### src/rtl/pc_gen.sv
// pc_gen: fetch program-counter generator with stall-safe redirect/flush
// capture and epoch tagging. Optional macro PC_GEN_MISALIGN_TRAP_EN halts on
// misaligned targets; otherwise the target is forced to IALIGN alignment.
module pc_gen #(
    parameter int unsigned     XLEN        = 32,
    parameter logic [XLEN-1:0] RESET_PC    = 32'h8000_0000,
    parameter int unsigned     FETCH_BYTES = 4,
    parameter int unsigned     IALIGN      = 4
) (
    input  logic            clk,
    input  logic            reset,
    input  logic            flush_valid,
    input  logic [XLEN-1:0] flush_addr,
    input  logic            redir_valid,
    input  logic [XLEN-1:0] redir_addr,
    output logic            fetch_valid,
    input  logic            fetch_ready,
    output logic [XLEN-1:0] fetch_addr,
    output logic            fetch_epoch,
    output logic            misalign_err,
    output logic [XLEN-1:0] err_addr
);

    typedef enum logic [1:0] {BOOT, RUN, HALT} state_t;

    localparam logic [XLEN-1:0] FB_MASK = XLEN'(FETCH_BYTES - 1);
    localparam logic [XLEN-1:0] FB_STEP = XLEN'(FETCH_BYTES);
    localparam logic [XLEN-1:0] AL_MASK = XLEN'(IALIGN - 1);

    state_t          state_q, state_d;
    logic [XLEN-1:0] addr_q;
    logic            epoch_q;
    logic            pend_v_q;
    logic            pend_f_q;
    logic [XLEN-1:0] pend_a_q;

    logic            fire;
    logic            blocked;
    logic            cand_v;
    logic            cand_f;
    logic [XLEN-1:0] cand_a;
    logic [XLEN-1:0] tgt;
    logic            mis;
    logic            apply;
    logic [XLEN-1:0] seq_addr;

    assign fire     = fetch_valid & fetch_ready;
    assign blocked  = fetch_valid & ~fetch_ready;
    assign apply    = cand_v & ~blocked;
    assign seq_addr = (addr_q & ~FB_MASK) + FB_STEP;

    // Pick the redirect to apply or hold: flush first, a pending flush
    // shields against new redirs, and a new redir replaces a pending one.
    always_comb begin
        cand_v = 1'b0;
        cand_f = 1'b0;
        cand_a = '0;
        if (flush_valid) begin
            cand_v = 1'b1;
            cand_f = 1'b1;
            cand_a = flush_addr;
        end else if (state_q != HALT) begin
            if (pend_v_q && pend_f_q) begin
                cand_v = 1'b1;
                cand_f = 1'b1;
                cand_a = pend_a_q;
            end else if (redir_valid) begin
                cand_v = 1'b1;
                cand_a = redir_addr;
            end else if (pend_v_q) begin
                cand_v = 1'b1;
                cand_a = pend_a_q;
            end
        end
    end

`ifdef PC_GEN_MISALIGN_TRAP_EN
    assign mis = |(cand_a & AL_MASK);
    assign tgt = cand_a;
`else
    assign mis = 1'b0;
    assign tgt = cand_a & ~AL_MASK;
`endif

    // State register.
    always_ff @(posedge clk or posedge reset) begin
        if (reset) state_q <= BOOT;
        else       state_q <= state_d;
    end

    // Next state: a misaligned apply halts, an aligned flush resumes.
    always_comb begin
        state_d = state_q;
        unique case (state_q)
            BOOT:    state_d = (apply && mis) ? HALT : RUN;
            RUN:     state_d = (apply && mis) ? HALT : RUN;
            HALT:    state_d = (apply && !mis) ? RUN : HALT;
            default: state_d = BOOT;
        endcase
    end

    // Outputs decoded from state: a request is offered only in RUN.
    always_comb begin
        fetch_valid = (state_q == RUN);
    end

    // PC, epoch and pending slot: apply when unblocked, else hold pending.
    always_ff @(posedge clk or posedge reset) begin
        if (reset) begin
            addr_q   <= RESET_PC;
            epoch_q  <= 1'b0;
            pend_v_q <= 1'b0;
            pend_f_q <= 1'b0;
            pend_a_q <= '0;
        end else if (apply) begin
            pend_v_q <= 1'b0;
            if (!mis) begin
                addr_q  <= tgt;
                epoch_q <= ~epoch_q;
            end
        end else begin
            if (blocked && cand_v) begin
                pend_v_q <= 1'b1;
                pend_f_q <= cand_f;
                pend_a_q <= cand_a;
            end
            if (fire) addr_q <= seq_addr;
        end
    end

`ifdef PC_GEN_MISALIGN_TRAP_EN
    logic            err_q;
    logic [XLEN-1:0] err_addr_q;

    // Sticky error: set and logged on a misaligned apply, cleared on resume.
    always_ff @(posedge clk or posedge reset) begin
        if (reset) begin
            err_q      <= 1'b0;
            err_addr_q <= '0;
        end else if (apply) begin
            if (mis) begin
                err_q      <= 1'b1;
                err_addr_q <= cand_a;
            end else begin
                err_q      <= 1'b0;
            end
        end
    end

    assign misalign_err = err_q;
    assign err_addr     = err_addr_q;
`else
    assign misalign_err = 1'b0;
    assign err_addr     = '0;
`endif

    assign fetch_addr  = addr_q;
    assign fetch_epoch = epoch_q;

endmodule

### config.mk
export PLATFORM = sky130hd
export DESIGN_NAME = pc_gen
export DESIGN_NICKNAME = d
export VERILOG_FILES = /design/src/rtl/pc_gen.sv
export SDC_FILE = /design/constraint.sdc
export NUM_CORES = 1
export LEC_CHECK = 0
export CAP_MARGIN = 20
export CORE_ASPECT_RATIO = 1.1
export CORE_MARGIN = 5
export CORE_UTILIZATION = 50
export DETAILED_ROUTE_END_ITERATION = 8
export GPL_TIMING_DRIVEN = 0
export HOLD_SLACK_MARGIN = 0.12
export PLACE_DENSITY = 0.95
export SYNTH_ARGS = -nofsm -noshare
export SYNTH_HDL_FRONTEND = slang
export SYNTH_SLANG_ARGS = --single-unit
### constraint.sdc
create_clock -name clk -period 3.16 [get_ports clk]
set_input_delay 0.316 -clock clk [delete_from_list [all_inputs] [get_ports clk]]
set_output_delay 0.316 -clock clk [all_outputs]
set_load 0.005 [all_outputs]
==> summary.txt <==
Synthesis
  – Synth area leaders: dfrtp_1, buf_4, o21ai_0, nand2_1, a32oi_1
  – Area share of fa/ha/maj cells after synthesis: 0.00316
  – Synth Cell Area: 0.00395 sq mm
  – Yosys reg bits: 65
  – Post-synth top area cell: dfrtp_1
  – Register area share after synthesis: 0.412
  – Mapped Cells: 448
  – Netlist cell types: 60
  – Ys async rst share: 1.00
  – Multiplexer area fraction after synthesis: 0.0231
  – Main combinational cell family by area after synthesis: compound AO/OA/AOI/OAI gates
  – Top FF cell, synth: dfrtp_1
  – Yosys warns: 0
  – Simple-Gate Fraction of Synth Area: 0.181
  – Synth Area in Compound Gates: 0.248
  – Synth top area share: 0.405
  – Syn avg cell area: 8.83 sq um
  – Number of flops mapped to enable cells by yosys: 0
  – Synth Area in XOR/XNOR: 0.0266

GRT
  – Vias in the first global route: 4015
  – Total GRT Usage: 0.258
  – Initial antenna violation count: 0
  – First-pass GRT wire length: 19500 um
  – Total grt overflow: 0
  – Largest net degree at the start of global routing: 35

Worst setup path
  – CP Max Fanout: 10
  – Crit path cell chain: buf_2 -> nor3_1 -> nand2_1 -> nand2_1 -> buf_2 -> o311ai_0 -> o211ai_1
  – Worst setup EP type: flip-flop
  – CP max-delay cell: nor3_1
  – Arrival time at the worst endpoint: 2660 ps
  – Crit Path Class: flip-flop to flip-flop
  – Setup crit start kind: flip-flop
  – Slowest cell delay on critical path: 520 ps
  – Crit path required time: 3420 ps
  – R2R setup slack: 760 ps

Detailed routing
  – DRC Markers: 0
  – Via density: 5.89
  – WL/cell: 17.9 um
  – Met3 wire length: 1270 um
  – Routed via count: 4132
  – Wl on met1: 4700 um
  – DRT Wirelength: 12500 um
  – Highest routed layer: met4
  – Number of routed nets with antenna violations: 0
  – Starting DRT DRC Count: 352
  – Drt pass-1 iters: 7
  – Met2 wire length: 5990 um

Finish
  – Filler Cells Inserted: 648
  – Share of cells above drive strength 1: 0.111
  – Layout area overhead: 36.0%
  – Most frequent cells in the layout: clkdlybuf4s50_1, dfrtp_1, nand2_1
  – Most common cell after layout, fill and taps aside: clkdlybuf4s50_1
  – Final non-filler cell total: 702
  – # nets final: 659
  – Register area: 0.00163 sq mm
  – Multi-input logic area: 0.00204 sq mm
  – Antenna Cells: 0

CTS
  – Clk Latency, worst-skew pair: 350 ps
  – CTS tree: yes
  – Clock H-tree levels: 3
  – CTS Buf Count: 9
  – CTS clock-pin slew for the worst setup and hold paths: 80 ps
  – Root Driver: clkbuf_8
  – CTS Buffer Depth: 2
  – Post-CTS setup buffer count: 0
  – Post-cts sizing count: 0
  – Clock tree sinks: 65
  – Hold_buf cts: 0

Timing
  – Final setup fails: 0
  – Slew headroom: 0.504
  – Measured slew at the worst slew-check pin: 743 ps
  – RSZ-0062 raised after global routing: false
  – Setup_tns: 0 ps
  – Clock skew: 10.2 ps
  – Fin. max-slew vios: 0
  – Fmax: 0.417 GHz
  – Final hold vios: 0
  – Post-route minimum period: 2400 ps
  – Fin crit share: 0.758

Run
  – Max Cap Violations: 0

Placement
  – Cell count after placement: 686
  – DP HPWL: 9530 um
  – I/O Buffers: 95
  – Gpl congestion: 0.926

Floorplan
  – Site Rows: 34
  – Die Width: 94.8 um
  – Starting Density: 0.505
  – Die span in y: 103 um
  – I/O pins: 136
  – Die area: 0.00979 sq mm
  – Core ar.: 0.00783 sq mm

Power and ir drop
  – Pwr dens: 447 mW/mm^2
  – Leakage Power: 2.29 nW
  – VDD IR-drop max: 0.327 mV

Outcome
  – Status: finished clean

Hold path
  – Worst hold-check path type: input port to asynchronous set/reset pin
worst paths after layout:
kind | depth (start not counted) | to | from
worst max register to register | 7 | fetch_addr[24]$_DFFE_PP0P_ | pend_v_q$_DFFE_PP0P_
worst max-delay path | 7 | fetch_addr[24]$_DFFE_PP0P_ | pend_v_q$_DFFE_PP0P_
max in group asynchronous | 3 | fetch_addr[31]$_DFFE_PP1P_ | reset
worst min register to register | 1 | fetch_epoch$_DFFE_PP0P_ | fetch_epoch$_DFFE_PP0P_
worst min-delay path | 2 | pend_a_q[18]$_DFFE_PP0P_ | reset
min in group clk | 3 | pend_f_q$_DFFE_PP0P_ | flush_valid
synthesized netlist by cell type (all sizes together), types with 5 or more instances:
cell,n
a21oi,18
a222oi,7
a22oi,11
a31oi,6
a32oi,11
and2,5
buf,46
clkbuf,18
dfrtp,64
inv,9
mux2i,8
nand2,57
nand2b,5
nand3,11
nand4,13
nor2,24
nor4,8
o211ai,5
o21ai,48
xnor2,6
xor2,6
kinds of logic (layout without fill, tap and decap cells):
logic type,Yosys count,count (layout)
buffers and inverters,73,185
flip-flops,65,65
adder cells (fa/ha/maj),1,1
multiplexers,9,9
AND/OR/NAND/NOR,144,144
other,1,35
XOR/XNOR,12,12
AO/OA/AOI/OAI,143,143
layout make-up:
type                       instances  area share
buffer                            64      0.0712
clock buffer                      13      0.0277
clock inverter                     3     0.00745
inverter                           9     0.00628
multi-input combinational        344       0.379
sequential                        65       0.303
tap                              108      0.0251
timing repair buffer              96       0.181
flip-flops by register name, summed over array words and instances, names as in the netlist:
signal	count
fetch_addr	30
pend_f_q	1
fetch_epoch	1
pend_a_q	30
state_q	2
pend_v_q	1
layer usage:
layer  vias to the layer above  global-route usage
met4                         0               0.155
met5                         -                   0
met1                      1931               0.303
met2                       279               0.427
li1                       1877                   -
met3                        45              0.0658
power by group:
| part | total [mW] | internal, mW | switching (mW) |
|---|---|---|---|
| clock network | 0.709 | 0.385 | 0.325 |
| registers | 1.08 | 0.951 | 0.130 |
| logic | 0.610 | 0.330 | 0.280 |
through the flow:
step	cell area, sq um	power, mW	hold slack, ps	utilization	worst slack [ps]
final	5380	2.40	412	0.687	764
after floorplan	4080	1.37	445	-	1220
after CTS	5380	2.39	430	0.687	814
after detailed placement	5190	1.69	474	0.663	472
after global placement	5170	1.66	459	0.660	157
after global routing	5380	2.51	468	0.687	490
worst max-delay path, delay by kind of cell (launching register included):
kind / cells / cell delay [ps]
compound gates: 2 / 320
buf+inv: 2 / 530
flops: 1 / 360
simple gates: 3 / 1080
(Power assumes the default switching activity.)
